===== src/rtl/game_flow_ctrl.sv =====
// game_flow_ctrl: top-level sequencer for the LED-matrix rhythm game.
// It debounces the three player buttons, walks MENU -> COUNTDOWN -> PLAY ->
// RESULT, keeps the confirmed song index, paces the note shifter with a
// one-cycle step strobe and clears the score when a song starts.
// The phase register is driven straight onto the state port, so the FSM is
// always observable from outside the block.
module game_flow_ctrl #(
    parameter int DEB_CYC     = 16,
    parameter int STEP_DIV    = 12500,
    parameter int COUNT_DIV   = 50000,
    parameter int RESULT_HOLD = 25000,
    parameter int NUM_SONGS   = 3
) (
    input  logic       clk,
    input  logic       rst,
    input  logic       red_button,
    input  logic       blue_button,
    input  logic       yellow_button,
    input  logic       finish,
    output logic [1:0] state,
    output logic [1:0] song_confirm,
    output logic       step,
    output logic       score_clear,
    output logic [1:0] countdown,
    output logic       paused
);

    localparam logic [1:0] S_MENU      = 2'd0;
    localparam logic [1:0] S_COUNTDOWN = 2'd1;
    localparam logic [1:0] S_PLAY      = 2'd2;
    localparam logic [1:0] S_RESULT    = 2'd3;

    // Debounce counter only has to reach DEB_CYC-1.
    localparam int DEB_W = (DEB_CYC > 1) ? $clog2(DEB_CYC) : 1;
    localparam logic [DEB_W-1:0] DEB_LAST = DEB_W'(DEB_CYC - 1);

    // One divider is shared by countdown, note pacing and result hold, since
    // only one of them is ever active; size it for the largest user.
    localparam int DIV_A   = (STEP_DIV > COUNT_DIV) ? STEP_DIV : COUNT_DIV;
    localparam int DIV_MAX = (DIV_A > RESULT_HOLD) ? DIV_A : RESULT_HOLD;
    localparam int DIV_W   = $clog2(DIV_MAX + 1);
    localparam logic [DIV_W-1:0] STEP_LAST  = DIV_W'(STEP_DIV - 1);
    localparam logic [DIV_W-1:0] COUNT_LAST = DIV_W'(COUNT_DIV - 1);
    localparam logic [DIV_W-1:0] HOLD_END   = DIV_W'(RESULT_HOLD);

    localparam logic [1:0] LAST_SONG = 2'(NUM_SONGS - 1);

    // Button lanes: bit 0 red, bit 1 blue, bit 2 yellow.
    logic [2:0]       raw;
    logic [2:0]       sync1;
    logic [2:0]       sync2;
    logic [2:0]       deb;
    logic [2:0]       press;
    logic [DEB_W-1:0] deb_cnt [3];
    logic [DIV_W-1:0] div_cnt;

    logic press_red;
    logic press_blue;
    logic press_yellow;

    assign raw          = {yellow_button, blue_button, red_button};
    assign press_red    = press[0];
    assign press_blue   = press[1];
    assign press_yellow = press[2];

    // Synchronize each button, accept a new level only after DEB_CYC agreeing
    // samples, and emit a registered one-cycle pulse on the accepted rise.
    always_ff @(posedge clk or posedge rst) begin
        if (rst) begin
            sync1 <= '0;
            sync2 <= '0;
            deb   <= '0;
            press <= '0;
            for (int i = 0; i < 3; i++) begin
                deb_cnt[i] <= '0;
            end
        end else begin
            sync1 <= raw;
            sync2 <= sync1;
            press <= '0;
            for (int i = 0; i < 3; i++) begin
                if (sync2[i] != deb[i]) begin
                    if (deb_cnt[i] == DEB_LAST) begin
                        deb[i]     <= sync2[i];
                        press[i]   <= sync2[i];
                        deb_cnt[i] <= '0;
                    end else begin
                        deb_cnt[i] <= deb_cnt[i] + 1'b1;
                    end
                end else begin
                    deb_cnt[i] <= '0;
                end
            end
        end
    end

    // Game phase sequencer; step and score_clear default low so they can only
    // ever be single-cycle pulses.
    always_ff @(posedge clk or posedge rst) begin
        if (rst) begin
            state        <= S_MENU;
            song_confirm <= 2'd0;
            step         <= 1'b0;
            score_clear  <= 1'b0;
            countdown    <= 2'd0;
            paused       <= 1'b0;
            div_cnt      <= '0;
        end else begin
            step        <= 1'b0;
            score_clear <= 1'b0;
            case (state)
                S_MENU: begin
                    // Yellow confirms and wins over any simultaneous red/blue.
                    if (press_yellow) begin
                        state       <= S_COUNTDOWN;
                        score_clear <= 1'b1;
                        countdown   <= 2'd3;
                        div_cnt     <= '0;
                    end else if (press_red && !press_blue) begin
                        song_confirm <= (song_confirm == 2'd0) ? LAST_SONG
                                                               : song_confirm - 2'd1;
                    end else if (press_blue && !press_red) begin
                        song_confirm <= (song_confirm == LAST_SONG) ? 2'd0
                                                                    : song_confirm + 2'd1;
                    end
                end
                S_COUNTDOWN: begin
                    if (press_yellow) begin
                        state     <= S_MENU;
                        countdown <= 2'd0;
                        div_cnt   <= '0;
                    end else if (div_cnt == COUNT_LAST) begin
                        div_cnt <= '0;
                        if (countdown == 2'd1) begin
                            state     <= S_PLAY;
                            countdown <= 2'd0;
                        end else begin
                            countdown <= countdown - 2'd1;
                        end
                    end else begin
                        div_cnt <= div_cnt + 1'b1;
                    end
                end
                S_PLAY: begin
                    // Song end beats a pause toggle and swallows a coincident step.
                    if (finish) begin
                        state   <= S_RESULT;
                        paused  <= 1'b0;
                        div_cnt <= '0;
                    end else if (press_yellow) begin
                        paused <= ~paused;
                    end else if (!paused) begin
                        if (div_cnt == STEP_LAST) begin
                            div_cnt <= '0;
                            step    <= 1'b1;
                        end else begin
                            div_cnt <= div_cnt + 1'b1;
                        end
                    end
                end
                S_RESULT: begin
                    // The divider doubles as the hold counter and parks at HOLD_END.
                    if (press_yellow && div_cnt == HOLD_END) begin
                        state   <= S_MENU;
                        div_cnt <= '0;
                    end else if (div_cnt != HOLD_END) begin
                        div_cnt <= div_cnt + 1'b1;
                    end
                end
                default: begin
                    state <= S_MENU;
                end
            endcase
        end
    end

endmodule


===== config.mk =====
export PLATFORM = sky130hd
export DESIGN_NAME = game_flow_ctrl
export DESIGN_NICKNAME = d
export VERILOG_FILES = /design/src/rtl/game_flow_ctrl.sv
export SDC_FILE = /design/constraint.sdc
export NUM_CORES = 1
export LEC_CHECK = 0
export BUFFER_PORTS_ARGS = -buffer_cell sky130_fd_sc_hd__buf_2
export CAP_MARGIN = 10
export CELL_PAD_IN_SITES_DETAIL_PLACEMENT = 0
export CELL_PAD_IN_SITES_GLOBAL_PLACEMENT = 1
export CORE_AREA = 2 2 70 79
export DETAILED_ROUTE_END_ITERATION = 16
export DIE_AREA = 0 0 72 81
export PLACE_DENSITY = 0.93
export SYNTH_ARGS = -nofsm -noshare
export SYNTH_HDL_FRONTEND = slang
export SYNTH_SLANG_ARGS = --single-unit

===== constraint.sdc =====
create_clock -name clk -period 4.9 [get_ports clk]
set_input_delay 0.49 -clock clk [delete_from_list [all_inputs] [get_ports clk]]
set_output_delay 0.49 -clock clk [all_outputs]
set_load 0.02 [all_outputs]

Word level (Yosys, flattened, before mapping)
Index checks and enable logic that the tools add are counted.

storage, ports and cells
  register bits = 49
  bits of input ports = 6
  output and inout bits = 9
  logic and storage cells = 113

cells by class
  add/sub/neg operators = 7
  eq/ne operators = 23
  multiplexer cells = 47
  bitwise logic cells = 2
  reductions and logical operators = 18

operators by type and width
  operator                 count
  $mux W16                 9
  $pmux W16 S4             1
  $mux W2                  14
  $mux W4                  6
  $add A16 B1 Y16 const B  1
  $eq A16 B14 Y1 const B   1
  $eq A16 B15 Y1 const B   1
  $eq A16 B16 Y1 const B   1
  $ne A16 B15 Y1 const B   1
  $mux W1                  15
  $ne A3 B3 Y1 const B     5
  $add A4 B1 Y4 const B    3
  $eq A4 B4 Y1 const B     3
  $pmux W2 S4              1
  $reduce_and A2 Y1        4
  $eq A2 B2 Y1 const B     3
  $ne A2 B2 Y1 const B     3
  $reduce_and A3 Y1        2
  $reduce_bool A2 Y1       3
  $reduce_and A5 Y1        1
  $eq A2 B1 Y1 const B     2
  $logic_not A2 Y1         2
  $pmux W2 S2              1
  $reduce_and A4 Y1        1
  other kinds (6)          13

Longest topological paths before layout
Gate-level depths: netlist of run 1.

  word-level depth = 6
  depth in mapped cells = 9

Worst setup path before layout of run 1
OpenSTA, ideal clock, no wires.

  kind = register to register
  start = register div_cnt[9]
  end = register div_cnt[10]
  library setup time = 0.121 ns
  arrival = 1.981 ns
  required time = 4.779 ns
  setup slack = 2.798 ns
  stages on the path, launching flop included = 9
  buffers on the path = 2
  clock period less this slack = 2.102 ns
  cells stage by stage = dfrtp_1 buf_6 or4b_4 nor4_4 a21o_2 and3_1 buf_4 nor2_2 a22o_1

on the way
  longest elaborated chain between the ends = 6
  elaborated cells on any way between the ends = 17
  those cells by class = add/sub: 1; eq/ne: 5; mux: 9; reduce/logical: 2

ends and longest elaborated chain
  what                                               line  source
  start, declared                                    55    logic [DIV_W-1:0] div_cnt;
  start signal, assigned                             141   div_cnt <= div_cnt + 1'b1;
  start signal, assigned                             157   div_cnt <= div_cnt + 1'b1;
  start signal, assigned                             167   div_cnt <= div_cnt + 1'b1;
  $add A16 B1 Y16 or $eq A16 B14 Y1 (tied branches)  n/a
  $mux W16                                           153   if (div_cnt == STEP_LAST) begin
  $mux W16                                           152   end else if (!paused) begin
  $mux W16                                           150   end else if (press_yellow) begin
  $mux W16                                           146   if (finish) begin
  $pmux W16 S4                                       111   case (state)

Several ways; a longest one is shown, not always the timed one. The select of a mux whose other input is x is not followed.
A chain may end at the register's enable or synchronous reset.

Worst setup path after layout of run 1
  start = register div_cnt[6]
  end = register div_cnt[8]

Same word-level chain as after synthesis.

==> impl_metrics.env, run 1 <==
export IMPL_status="completed"
export IMPL_io_buffer_count=14
export IMPL_path_class="flop to flop"
export IMPL_crit_path_end_kind="flop"
export IMPL_die_w_um=72
export IMPL_htree_levels=2
export IMPL_placed_cells=311
export IMPL_antenna_left=0
export IMPL_cts_sinks=49
export IMPL_total_power_mw=0.7334
export IMPL_rows=28
export IMPL_firstDrtPassIters=4
export IMPL_switching_power_mw=0.1816
export IMPL_peakVddDrop_mv=0.1031
export IMPL_crit_chain="or4b_1, nor4_1, a21o_1, nor2_1, mux2_2, a22o_1"
export IMPL_area_growth_pct=8.158
export IMPL_numCtsBuffers=5
export IMPL_synthTopCellsByCount="49 x dfrtp_1, 23 x nor2_1, 16 x nand2_1, 14 x a21oi_1, 13 x nand3_1"
export IMPL_synthTopCellsByArea="dfrtp_1 49%, ha_1 5.5%, nor2_1 3.5%, xnor2_1 3.2%, a21oi_1 2.8%"
export IMPL_skew_ps=3.806
export IMPL_path_clk_slew_ps=90
export IMPL_period_share_pct=54.60
export IMPL_fin_cells=319
export IMPL_synth_cells=244
export IMPL_p_leak_nw=1.202
export IMPL_final_seq_area_sq_um=1226
export IMPL_rrSetupSlack_ps=2220
export IMPL_root_buffer="clkbuf_8"
export IMPL_share_seq_of_total_power_pct=58.9
export IMPL_switching_share_pct=24.77
export IMPL_synth_edff_count=0
export IMPL_max_slew_margin_rel_pct=34.03
export IMPL_grt_pass1_vias=1752
export IMPL_power_density_nw_per_um2=271.3
export IMPL_wl_mm=4.445
export IMPL_avgRoutedWirePerCell_um=13.93
export IMPL_timing_hold_ws_ps=280.0
export IMPL_drt_iter0_markers=101
export IMPL_synth_area_leader_cell="dfrtp_1"
export IMPL_hold_viol=0
export IMPL_cts_tree="yes"
export IMPL_worstPathBufferInverterCount=0
export IMPL_synth_top_cell_area_share_pct=49.05
export IMPL_place_hpwl_mm=3.150
export IMPL_fin_area_sq_um=2704
export IMPL_crit_path_top_delay_cell="or4b_1"
export IMPL_gr_usage_all_layers_pct=16.98
export IMPL_async_reset_ff_share_pct=100.0
export IMPL_vias_per_cell=5.831
export IMPL_fin_crit_ps=2676
export IMPL_ys_seq_elements=49
export IMPL_final_setup_viol_count=0
export IMPL_synthFlopType="dfrtp_1"
export IMPL_drive_gt1_share_pct=12.36
export IMPL_syn_area_sq_um=2500
export IMPL_grt_first_pass_wirelength_mm=7.803
export IMPL_combPwrFrac_pct=6.6
export IMPL_drv_slew=0
export IMPL_highest_layer="met4"
export IMPL_rr_endpoint="div_cnt[8]$_DFFE_PP0P_"
export IMPL_gp_congestion=0.7902
export IMPL_start_util_pct=48.54
export IMPL_core_area_sq_um=5150
export IMPL_antenna_found_initial=0
export IMPL_hp_start="red_button"
export IMPL_required_ps=5100
export IMPL_synth_cell_types=44
export IMPL_clk_latency_ps=310
export IMPL_die_h_um=81
export IMPL_p_int_mw=0.5518
export IMPL_worst_pin_slew_ps=988.1
export IMPL_multi_input_area_sq_um=1192
export IMPL_yosysMostFrequentCell="dfrtp_1"
export IMPL_die_area_sq_um=5832
export IMPL_postLayoutSetupSlackWorst_ps=2224
export IMPL_preCtsSetupSlack_ps=2234
export IMPL_hold_buffers=0
export IMPL_dr_total_vias=1860
export IMPL_dpl_cell_area_sq_um=2605
export IMPL_p_clk_share_pct=34.6
export IMPL_clock_tree_buffer_depth=2
export IMPL_overflow=0
export IMPL_num_io_pins=15
export IMPL_critPathMaxFanout=24
export IMPL_seq_area_frac_synth_pct=49.05
export IMPL_nFillCells=473
export IMPL_start_kind="flop"
export IMPL_rr_worst_depth=6
export IMPL_nets=275
export IMPL_worstHoldPathType="input port to flop"
export IMPL_timing_fmax_mhz=373.8
export IMPL_cpLargestDelayFamily="simple AND/OR/NAND/NOR gates"
export IMPL_slowest_delay_ps=620
export IMPL_dr_wl_met3_um=223
export IMPL_cap_violations=0
export IMPL_post_route_drc_count=0
export IMPL_cts_setup_buffers=0
export IMPL_yosysWarningCount=0
export IMPL_holdPathEnd="sync1[0]$_DFF_PP0_"
export IMPL_hold_depth=1
export IMPL_rsz0062_at_grt="no"
export IMPL_met1Wirelength_mm=1.981
export IMPL_cts_resized_gates=0
export IMPL_r2r_start="div_cnt[6]$_DFFE_PP0P_"
export IMPL_setup_tns_ps=0
export IMPL_synth_nets=261
export IMPL_final_util_pct=52.50
export IMPL_syn_avg_cell_area_sq_um=10.25
export IMPL_wl_met2_mm=2.165
export IMPL_n_antenna_cell=0
export IMPL_arrival_ps=2880
export IMPL_grt_max_degree=50
flip-flops by register name (all words and copies together) (netlist names), named ones only:
name / flops
deb: 3
step: 1
state: 1
sync1: 3
press: 3
sync2: 3
countdown: 2
deb_cnt: 12
score_clear: 1
song_confirm: 2
div_cnt: 16
paused: 1
layout make-up:
| cell class | count | area share, % |
|---|---|---|
| repair buffers | 14 | 2.591 |
| multi-input cells | 177 | 44.10 |
| inverters | 11 | 1.527 |
| clock buffers | 6 | 3.054 |
| flip-flops and latches | 49 | 45.35 |
| well taps | 60 | 2.776 |
| clock inverters | 2 | 0.6016 |
cell families after synthesis:
family / share of synthesized area, %
compound gates: 13.36
xor+xnor: 3.153
fa+ha+maj: 5.505
buf+inv: 3.253
flops: 49.05
mux: 3.003
simple gates: 22.67
worst max path at each step:
stage | from | to | slack [ps] | cells after the start
final | div_cnt[6]$_DFFE_PP0P_ | div_cnt[8]$_DFFE_PP0P_ | 2220 | 6
after global routing | div_cnt[6]$_DFFE_PP0P_ | div_cnt[8]$_DFFE_PP0P_ | 2050 | 6
after CTS | div_cnt[6]$_DFFE_PP0P_ | div_cnt[8]$_DFFE_PP0P_ | 2210 | 6
after detailed placement | div_cnt[6]$_DFFE_PP0P_ | div_cnt[8]$_DFFE_PP0P_ | 2230 | 6
after global placement | div_cnt[6]$_DFFE_PP0P_ | div_cnt[8]$_DFFE_PP0P_ | 2340 | 6
after floorplan | div_cnt[9]$_DFFE_PP0P_ | div_cnt[10]$_DFFE_PP0P_ | 2800 | 8
layer usage:
layer  track usage, %  vias to the layer above
li1                 -                      903
met1            21.30                      885
met2            28.24                       61
met3            4.094                       11
met4            6.792                        0
met5                0                        -
power groups by stage:
stage                     sequential, mW  clock (mW)  combinational [mW]
after floorplan                    0.436           0              0.0381
after global placement             0.439           0              0.0475
after detailed placement           0.440           0              0.0495
after CTS                          0.432       0.263              0.0497
after global routing               0.435       0.279              0.0553
final                              0.432       0.254              0.0481
cell usage in the layout, fill, tap and decap left out, drive strengths merged, types with 4 or more instances in the layout:
| cell type | n |
|---|---|
| a22o | 6 |
| nand3 | 13 |
| a21oi | 14 |
| nor2b | 7 |
| xnor2 | 9 |
| nor3 | 5 |
| inv | 12 |
| clkbuf | 6 |
| o21ai | 13 |
| nor2 | 24 |
| and3 | 5 |
| nor4 | 4 |
| buf | 14 |
| nor3b | 5 |
| nand4b | 5 |
| mux2 | 4 |
| dfrtp | 49 |
| ha | 11 |
| o21bai | 5 |
| nand2 | 16 |
No activity file was read; power rests on OpenSTA's default activity.
==> run 2, diff against run 1 <==
--- a/config.mk
+++ b/config.mk
@@ -9,10 +9,10 @@
 export CAP_MARGIN = 10
 export CELL_PAD_IN_SITES_DETAIL_PLACEMENT = 0
 export CELL_PAD_IN_SITES_GLOBAL_PLACEMENT = 1
-export CORE_AREA = 2 2 70 79
+export CORE_AREA = 2 2 73 82
 export DETAILED_ROUTE_END_ITERATION = 16
-export DIE_AREA = 0 0 72 81
-export PLACE_DENSITY = 0.93
+export DIE_AREA = 0 0 75 84
+export PLACE_DENSITY = 0.87
 export SYNTH_ARGS = -nofsm -noshare
 export SYNTH_HDL_FRONTEND = slang
 export SYNTH_SLANG_ARGS = --single-unit
==> constraint.sdc (replaced) <==
create_clock -name clk -period 2.81 [get_ports clk]
set_input_delay 0.281 -clock clk [delete_from_list [all_inputs] [get_ports clk]]
set_output_delay 0.281 -clock clk [all_outputs]
set_load 0.02 [all_outputs]
==> run 2 against run 1 <==
Clock skew up 7.0 ps. Fmax grew 11%. Register-to-register slack worse by 1800 ps. Critical path depth stayed put. First-iteration DRC count grew 29%. Flip-flop and latch count unchanged. Hold slack lost 220 ps. Routed wire length is 3.9% higher. Global-route usage is 0.46 points lower. Combinational power increased by 73%. Count of clock-buffer cells in the layout decreased by 1. Sequential power up 75%.
==> impl_metrics.env, run 2 (synthesis gave the netlist of run 1 again) <==
export IMPL_path_class="flop to flop"
export IMPL_grt_first_pass_wirelength_mm=8.142
export IMPL_firstDrtPassIters=4
export IMPL_grt_max_degree=50
export IMPL_rr_worst_depth=6
export IMPL_io_buffer_count=14
export IMPL_multi_input_area_sq_um=1192
export IMPL_largest_reg_flops=16
export IMPL_preCtsSetupSlack_ps=427.3
export IMPL_hold_buffers=0
export IMPL_grt_pass1_vias=1799
export IMPL_hp_start="blue_button"
export IMPL_n_antenna_cell=0
export IMPL_overflow=0
export IMPL_wl_mm=4.618
export IMPL_rr_endpoint="div_cnt[9]$_DFFE_PP0P_"
export IMPL_nFillCells=544
export IMPL_gr_usage_all_layers_pct=16.52
export IMPL_drive_gt1_share_pct=12.69
export IMPL_cap_violations=0
export IMPL_peakVddDrop_mv=0.2016
export IMPL_cts_tree="yes"
export IMPL_timing_fmax_mhz=414.7
export IMPL_final_seq_area_sq_um=1226
export IMPL_gp_congestion=0.8541
export IMPL_path_clk_slew_ps=110
export IMPL_root_buffer="clkbuf_8"
export IMPL_crit_path_end_kind="flop"
export IMPL_start_util_pct=45.03
export IMPL_cts_setup_buffers=0
export IMPL_power_density_nw_per_um2=474.1
export IMPL_avgRoutedWirePerCell_um=13.70
export IMPL_die_h_um=84
export IMPL_core_area_sq_um=5552
export IMPL_regMostFlops="div_cnt"
export IMPL_rows=29
export IMPL_status="completed"
export IMPL_fin_crit_ps=2412
export IMPL_num_io_pins=15
export IMPL_arrival_ps=2600
export IMPL_r2r_start="div_cnt[6]$_DFFE_PP0P_"
export IMPL_hold_viol=0
export IMPL_skew_ps=10.81
export IMPL_period_share_pct=85.82
export IMPL_setup_tns_ps=0
export IMPL_rsz0062_at_grt="no"
export IMPL_drt_iter0_markers=130
export IMPL_hold_depth=1
export IMPL_rrSetupSlack_ps=400
export IMPL_vias_per_cell=5.650
export IMPL_postLayoutSetupSlackWorst_ps=398.5
export IMPL_mostFrequentLayoutCell="dfrtp_1"
export IMPL_place_hpwl_mm=3.224
export IMPL_final_setup_viol_count=0
export IMPL_dr_total_vias=1904
export IMPL_worst_pin_slew_ps=1016
export IMPL_max_slew_margin_rel_pct=32.17
export IMPL_antenna_left=0
export IMPL_post_route_drc_count=0
export IMPL_top_regs="div_cnt: 16 flops, deb_cnt: 12 flops"
export IMPL_antenna_found_initial=0
export IMPL_area_growth_pct=9.259
export IMPL_drv_slew=0
export IMPL_clk_latency_ps=320
export IMPL_start_kind="flop"
export IMPL_worstHoldPathType="input port to flop"
export IMPL_cts_sinks=49
export IMPL_cts_resized_gates=0
export IMPL_final_cell_mix="49 x dfrtp_1, 23 x nor2_1, 16 x nand2_1, 14 x a21oi_1, 14 x buf_2"
export IMPL_p_leak_nw=1.210
export IMPL_nets=276
export IMPL_numCtsBuffers=5
export IMPL_required_ps=3000
export IMPL_clock_tree_buffer_depth=2
export IMPL_holdPathEnd="sync1[1]$_DFF_PP0_"
export IMPL_htree_levels=2
export IMPL_critPathMaxFanout=15
export IMPL_die_w_um=75
export IMPL_die_area_sq_um=6300
run 2: cell types whose count changed in the layout (fill, tap and decap cells not counted):
cell / previous run / this run
inv_8: 0 / 1
buf_4: 0 / 1
clkinv_4: 0 / 1
clkinvlp_4: 1 / 0
clkbuf_8: 6 / 5
run 2: cell type report:
class / instances / share of cell area, %
sequential: 49 / 44.89
inverter: 11 / 1.512
clock buffer: 5 / 2.519
clock inverter: 3 / 1.054
multi-input combinational: 177 / 43.66
timing repair buffer: 15 / 2.840
tap: 77 / 3.527
run 2: routing by layer:
layer  wire length, um  up-vias  share of wire, %  global-route usage (%)
met5                 0        -                 0                       0
met4                86        0               1.9                   6.818
met3               256        8               5.5                   4.106
met2              2199       55                48                   26.24
met1              2076      934                45                   21.07
li1                  -      907                 -                       -
run 2: through the flow:
stage | total power [mW] | std cells | hold slack [ps] | utilization [%] | area, sq um
after floorplan | 0.8269 | 244 | 312.4 | - | 2500
after global placement | 0.8499 | 329 | 334.6 | 47.44 | 2634
after detailed placement | 0.8521 | 329 | 339.7 | 47.44 | 2634
after CTS | 1.310 | 337 | 53.79 | 49.20 | 2731
after global routing | 1.362 | 337 | 44.35 | 49.20 | 2731
final | 1.295 | 337 | 61.48 | 49.20 | 2731
run 2: power by group:
part           internal (mW)  total (mW)  switching [mW]
sequential             0.727       0.754          0.0271
clock                  0.187       0.458           0.271
combinational         0.0333      0.0831          0.0497
run 2: worst max-delay path by stage:
| stage | from | to | cells past startpoint |
|---|---|---|---|
| floorplan | div_cnt[9]$_DFFE_PP0P_ | div_cnt[10]$_DFFE_PP0P_ | 8 |
| global placement | div_cnt[6]$_DFFE_PP0P_ | div_cnt[6]$_DFFE_PP0P_ | 7 |
| detailed placement | div_cnt[6]$_DFFE_PP0P_ | div_cnt[9]$_DFFE_PP0P_ | 6 |
| CTS | div_cnt[6]$_DFFE_PP0P_ | div_cnt[9]$_DFFE_PP0P_ | 6 |
| global route | div_cnt[6]$_DFFE_PP0P_ | div_cnt[3]$_DFFE_PP0P_ | 7 |
| finish | div_cnt[6]$_DFFE_PP0P_ | div_cnt[9]$_DFFE_PP0P_ | 6 |
run 2: critical path, stage by stage (launching register included):
cell and delay [ps]:
dfrtp_1 470, or4b_1 620, nor4_1 280, a21o_1 350, buf_4 270, nand2b_1 180
o311ai_1 120
